$ cat src/rtl/cpu_defs_pkg.sv
// Shared CPU definitions: instruction fetch queue entry layout and depth.
package cpu_defs_pkg;

    localparam int IFQ_DEPTH = 16;

    typedef struct packed {
        logic [31:0] pc;
        logic [31:0] inst;
    } ifq_entry_t;

endpackage

$ cat src/rtl/inst_fetch_queue.sv
// Dual-width instruction queue between the I-cache and dual-issue decode.
// Accepts up to two words per cycle, presents head and head+1 to decode.
module inst_fetch_queue
    import cpu_defs_pkg::*;
#(
    parameter int DEPTH  = IFQ_DEPTH,
    parameter int DATA_W = 32
) (
    input  logic              clk,
    input  logic              rst,
    input  logic              flush,
    input  logic              wr_en1,
    input  logic              wr_en2,
    input  logic [DATA_W-1:0] wr_inst1,
    input  logic [DATA_W-1:0] wr_inst2,
    input  logic [DATA_W-1:0] wr_pc1,
    input  logic              rd_en1,
    input  logic              rd_en2,
    output logic              rd_valid1,
    output logic              rd_valid2,
    output logic [DATA_W-1:0] rd_inst1,
    output logic [DATA_W-1:0] rd_inst2,
    output logic [DATA_W-1:0] rd_pc1,
    output logic [DATA_W-1:0] rd_pc2,
    output logic              queue_full,
    output logic              queue_empty
);

    localparam int PW = $clog2(DEPTH);
    localparam int CW = PW + 1;

    ifq_entry_t    mem [DEPTH];
    logic [PW-1:0] head;
    logic [PW-1:0] tail;
    logic [CW-1:0] count;

    logic          rd_ok1;
    logic          rd_ok2;
    logic [1:0]    n_rd;
    logic [CW-1:0] free_slots;
    logic          wr_ok0;
    logic          wr_ok1;
    logic [1:0]    n_wr;
    ifq_entry_t    entry0;
    ifq_entry_t    entry1;

    // DEPTH is a power of two, so natural overflow of the pointer gives mod DEPTH
    function automatic logic [PW-1:0] ptr_inc(input logic [PW-1:0] ptr, input logic [PW-1:0] k);
        return ptr + k;
    endfunction

    // Reads use the pre-edge count; freed slots are reusable by same-cycle writes
    always_comb begin
        rd_ok1     = rd_en1 && (count != '0);
        rd_ok2     = rd_en1 && rd_en2 && (count >= CW'(2));
        n_rd       = {1'b0, rd_ok1} + {1'b0, rd_ok2};
        free_slots = CW'(DEPTH) - count + CW'(n_rd);
        wr_ok0     = (wr_en1 || wr_en2) && (free_slots != '0);
        wr_ok1     = wr_en1 && wr_en2 && (free_slots >= CW'(2));
        n_wr       = {1'b0, wr_ok0} + {1'b0, wr_ok1};
        entry1     = '{pc: wr_pc1 + DATA_W'(4), inst: wr_inst2};
        entry0     = wr_en1 ? '{pc: wr_pc1, inst: wr_inst1} : entry1;
    end

    always_ff @(posedge clk) begin
        if (rst) begin
            head  <= '0;
            tail  <= '0;
            count <= '0;
            for (int i = 0; i < DEPTH; i++) begin
                mem[i] <= '0;
            end
        end else if (flush) begin
            head  <= '0;
            tail  <= '0;
            count <= '0;
        end else begin
            if (wr_ok0) begin
                mem[tail] <= entry0;
            end
            if (wr_ok1) begin
                mem[ptr_inc(tail, PW'(1))] <= entry1;
            end
            head  <= ptr_inc(head, PW'(n_rd));
            tail  <= ptr_inc(tail, PW'(n_wr));
            count <= count + CW'(n_wr) - CW'(n_rd);
        end
    end

    always_comb begin
        rd_valid1   = (count >= CW'(1));
        rd_valid2   = (count >= CW'(2));
        rd_inst1    = mem[head].inst;
        rd_pc1      = mem[head].pc;
        rd_inst2    = mem[ptr_inc(head, PW'(1))].inst;
        rd_pc2      = mem[ptr_inc(head, PW'(1))].pc;
        queue_full  = (CW'(DEPTH) - count) < CW'(2);
        queue_empty = (count == '0);
    end

endmodule

$ cat config.mk
export PLATFORM = sky130hd
export DESIGN_NAME = inst_fetch_queue
export DESIGN_NICKNAME = d
export VERILOG_FILES = /design/src/rtl/cpu_defs_pkg.sv /design/src/rtl/inst_fetch_queue.sv
export SDC_FILE = /design/constraint.sdc
export NUM_CORES = 2
export LEC_CHECK = 0
export BUFFER_PORTS_ARGS = -buffer_cell sky130_fd_sc_hd__buf_2
export CORE_ASPECT_RATIO = 1.4
export CORE_MARGIN = 3
export CORE_UTILIZATION = 45
export DETAILED_ROUTE_END_ITERATION = 8
export GPL_TIMING_DRIVEN = 0
export PLACE_DENSITY_LB_ADDON = 0.15
export SLEW_MARGIN = 20
export SYNTH_ARGS = -nofsm -noshare
export SYNTH_HDL_FRONTEND = slang
export SYNTH_SLANG_ARGS = --single-unit
$ cat constraint.sdc
create_clock -name clk -period 10.55 [get_ports clk]
set_input_delay 1.055 -clock clk [delete_from_list [all_inputs] [get_ports clk]]
set_output_delay 1.055 -clock clk [all_outputs]
set_load 0.01 [all_outputs]
== Word-level counts from Yosys, hierarchy flattened ==
Memory sizes are Yosys's and may differ from the RTL's. A register that Yosys moved wholly into a read port is not among the register bits.
Cells that the tools add are included.

* $add $sub $neg: 11
* $lt $le $gt $ge: 4
* Mux-type cells: 18
* Reductions and logical operators: 13

{| class="wikitable"
|+ Operators by type and width
! cell !! number
|-
| $mux W64 || 3
|-
| $reduce_or A64 Y1 || 2
|-
| $add A32 B3 Y32 const B || 1
|-
| $mux W1 || 12
|-
| $mux W4 || 3
|-
| $add A5 B2 Y5 || 2
|-
| $ge A5 B2 Y1 const B || 2
|-
| $reduce_bool A5 Y1 || 2
|-
| $add A4 B1 Y4 const B || 2
|-
| $add A4 B2 Y4 || 2
|-
| $logic_and A1 B1 Y1 || 6
|-
| $ge A5 B1 Y1 const B || 1
|-
| $logic_not A5 Y1 || 1
|-
| $lt A5 B2 Y1 const B || 1
|-
| $sub A5 B2 Y5 || 1
|-
| $sub A5 B5 Y5 const A || 1
|-
| $add A1 B1 Y2 || 2
|-
| $reduce_or A2 Y1 || 1
|-
| $logic_or A1 B1 Y1 || 1
|}

* Bits in registers: 13
* Memory bits (writable): 1024
* Bits of input ports: 103
* Output and inout port bits: 132
* Word-level logic and storage cells: 50
* Memories kept: 1

{| class="wikitable"
|+ Memory list
! memory !! words !! bits a word !! rd ports !! clocked after Yosys merged registers in !! write ports !! RTL line !! source
|-
| mem || 16 || 64 || 2 || 1 || 16 || inst_fetch_queue.sv:32 || <nowiki>ifq_entry_t mem [DEPTH];</nowiki>
|}

== Logic depth before layout (Yosys ltp) ==
* Depth after elaboration: 12
* Gate-level depth with buffers: 28

== Worst setup path before layout ==
No wires, ideal clock.

* Path kind: register -> register
* Start: register count[2]
* End: memory mem[13][0] (netlist name), enable pin
* Arrival: 5.359 ns
* Slack: 4.344 ns
* Cell stages (with the launch flop): 20
* Clock period less this slack: 6.206 ns
* Cell sequence: dfxtp_1 inv_1 ha_1 nor2b_1 nand2_1 nand3_1 and3_1 ha_1 ha_1 fa_1 nor3b_1 a31oi_2 xor2_2 a211oi_4 buf_6 buf_6 nor2_4 nand2_1 buf_2 nand3b_1

{| class="wikitable"
|+ RTL lines
! what !! RTL line !! source
|-
| start: declaration || inst_fetch_queue.sv:35 || <nowiki>logic [CW-1:0] count;</nowiki>
|-
| start signal: assignment || inst_fetch_queue.sv:86 || <nowiki>count <= count + CW'(n_wr) - CW'(n_rd);</nowiki>
|-
| end: declaration || inst_fetch_queue.sv:32 ||
|}

==> results.tsv <==
stage	metric	value	unit
timing	worstMarginPinSlew	1.36	ns
floorplanning	fp.coreArea	130000	sq um
run_status	run_status	completed	
drt	dr.pass1.iters	8	
yosys	ys_seq_area_share	52.5	%
yosys	synth_ff_type	edfxtp_1	
clock_network	cts_buffers	109	
placement	pre_cts_slack	3.36	ns
floorplanning	fp.dieArea	136000	sq um
power_and_ir_drop	switching_share	33.2	%
timing	clock.fmax	135	MHz
hold_path	hold_path_class	register to register	
global_route	grt_overflow	0	
floorplanning	chipWidth	312	um
placement	io_buffers	191	
drt	drc	0	
clock_network	cts_tree	built	
critical_path	worst_setup_path_start_kind	register	
yosys	synthTopCellsByArea	edfxtp_1, mux4_2, o2bb2ai_1	
yosys	yosys.area.top_type_share	52.1	%
drt	vias	47200	
floorplanning	rows	156	
power_and_ir_drop	p_clk_share	31.1	%
critical_path	worstSetupPathType	register to register	
global_route	grt_usage	39.9	%
yosys	yosysWarnings	0	
clock_network	htreeDepth	3	
timing	holdWs	0.589	ns
yosys	synthTopCellsByCount	edfxtp_1, mux4_2, o22ai_1	
clock_network	clock-sinks	1037	
global_route	antenna_found_initial	22	
timing	setup_viol	0	
power_and_ir_drop	switching_power	4.13	mW
power_and_ir_drop	p_comb_share	29.5	%
yosys	synth-seq-cells	1037	
yosys	netlist-cell-type-count	64	
clock_network	clk_path_buf_depth	3	
job	maxCapViolations	0	
yosys	synth.avg_cell_area	15.1	sq um
timing	fin_crit_sh	70.3	%
placement	hpwl	193000	um
power_and_ir_drop	powerDensity	185	nW/um^2
power_and_ir_drop	p_int	8.34	mW
timing	relSlewSlack	9.17	%
clock_network	clk_pin_slew	0.07	ns
global_route	first_global_vias	46200	
floorplanning	io_pins	235	
yosys	syn_nets	4045	
layout	nets	4480	
critical_path	cp.arrival	7.92	ns
placement	gp_congestion	0.987	
drt	drt-initial-drc-count	8307	
drt	ant_nets	0	
power_and_ir_drop	ir_drop	147	uV
drt	routed_wl	275000	um
clock_network	cts-resized-gates	0	
clock_network	ctsHoldBuffers	0	
timing	hold_viol	0	
timing	fin_setup_tns	0	ns
layout	syn_to_final_growth	14.3	%
timing	clock_skew	0.0472	ns
power_and_ir_drop	sequentialPowerShare	39.4	%
layout	final_util	52.1	%
critical_path	path_max_fanout	11	
floorplanning	die_y	435	um
global_route	grt_pass1_wl	372000	um
clock_network	clock_latency	0.77	ns
yosys	synth_top_cell_by_area	edfxtp_1	
timing	slew_violations	0	
clock_network	clockRootBuffer	clkbuf_16	
timing	layout_min_cycle_time	7.42	ns
critical_path	crit_path_end_kind	register	
yosys	synthCells	3915	
yosys	synth-edff-count	1024	
timing	fin_ws	3.13	ns
floorplanning	initial_utilization	45.5	%
critical_path	crit_required	11.05	ns
global_route	grt_max_degree	26	
yosys	synth.most_common_cell	edfxtp_1	
yosys	synth_area	59000	sq um
power_and_ir_drop	p_leak	21.8	nW
yosys	async_flop_share	0	%
drt	wl_per_cell	44.4	um
clock_network	cts_post_setup_buffers_inserted	0	
layout	final_layout_size_suffix_gt1_share	32.8	%
power_and_ir_drop	power	12.5	mW
timing	rsz0062_at_grt	no	
drt	vias_per_cell	7.62	
kinds of logic after synthesis:
family / synth area share (%)
fa+ha+maj: 0.636
simple gates: 4.14
xor+xnor: 0.933
mux: 25.0
buf+inv: 4.00
compound gates: 12.8
flops: 52.5
metal layers:
layer / track usage, % / vias up / wire length [um]
li1: - / 17400 / -
met1: 46.8 / 23800 / 88100
met2: 62.2 / 4570 / 124000
met3: 11.7 / 1339 / 36100
met4: 30.7 / 12 / 26900
met5: 0.781 / - / 105
worst paths after layout:
path,slack (ns),start,end,cells past startpoint
hold / removal,0.59,tail[0],tail[0],2
setup reg to reg,3.13,count[2],mem[10][55],24
setup / recovery,3.13,count[2],mem[10][55],24
hold reg to reg,0.59,tail[0],tail[0],2
cell usage in the layout, fill, tap and decap left out, types with 15 or more instances in the layout:
cell	count
edfxtp_1	1024
mux4_2	640
o22ai_1	443
buf_2	391
o2bb2ai_1	363
clkbuf_1	279
nand2_1	268
o21ai_0	176
clkbuf_16	110
buf_6	79
buf_8	56
nor2_1	52
a21oi_1	50
clkbuf_2	42
nand3_1	40
xnor2_1	39
mux2i_1	34
inv_1	23
ha_1	22
clkinv_2	22
xor2_1	20
nand3b_1	19
nand2b_1	17
diode_2	16
buf_4	15
power groups by stage:
stage                     Sequential [mW]  Combinational [mW]  Clock [mW]
after floorplan                      4.96                2.14           0
after global placement               5.04                3.46           0
after detailed placement             4.99                3.57           0
after CTS                            4.91                3.59        3.83
after global routing                 4.93                3.74        3.97
final                                4.92                3.68        3.88
sequential cells by signal (all words and copies together), names as in the netlist:
| name | count |
|---|---|
| count | 5 |
| mem | 1024 |
| tail | 4 |
| head | 4 |
worst max-delay path, stage by stage (launching register included):
cell	delay, ns
dfxtp_1	0.49
inv_1	0.11
ha_1	0.23
nor2b_1	0.14
nand2_1	0.07
nand3_1	0.12
and3_1	0.21
ha_1	0.50
ha_1	0.33
fa_1	0.49
nor3b_1	0.17
a31oi_2	0.24
xor2_2	0.15
a211oi_4	0.61
buf_6	0.27
buf_6	0.20
nor2_4	0.09
nand2_1	0.34
buf_2	0.59
nand3b_1	0.69
buf_8	0.40
buf_8	0.16
buf_8	0.15
buf_6	0.16
buf_6	0.17
cell type report:
| cell class | instances | area [sq um] |
|---|---|---|
| antenna | 16 | 40.0 |
| buffer | 527 | 2370 |
| clock buffer | 136 | 2880 |
| clock inverter | 63 | 527 |
| fill | 11000 | 62100 |
| inverter | 23 | 86.3 |
| multi-input combinational | 2328 | 25700 |
| sequential | 1037 | 31000 |
| tap | 1738 | 2170 |
| timing repair buffer | 324 | 2680 |
stage by stage:
| stage | cells | area, sq um |
|---|---|---|
| floorplan | 3915 | 59000 |
| global placement | 5844 | 62200 |
| detailed placement | 5976 | 64000 |
| CTS | 6175 | 67400 |
| global route | 6181 | 67400 |
| finish | 6192 | 67500 |
Power figures use the tool's default switching activity.
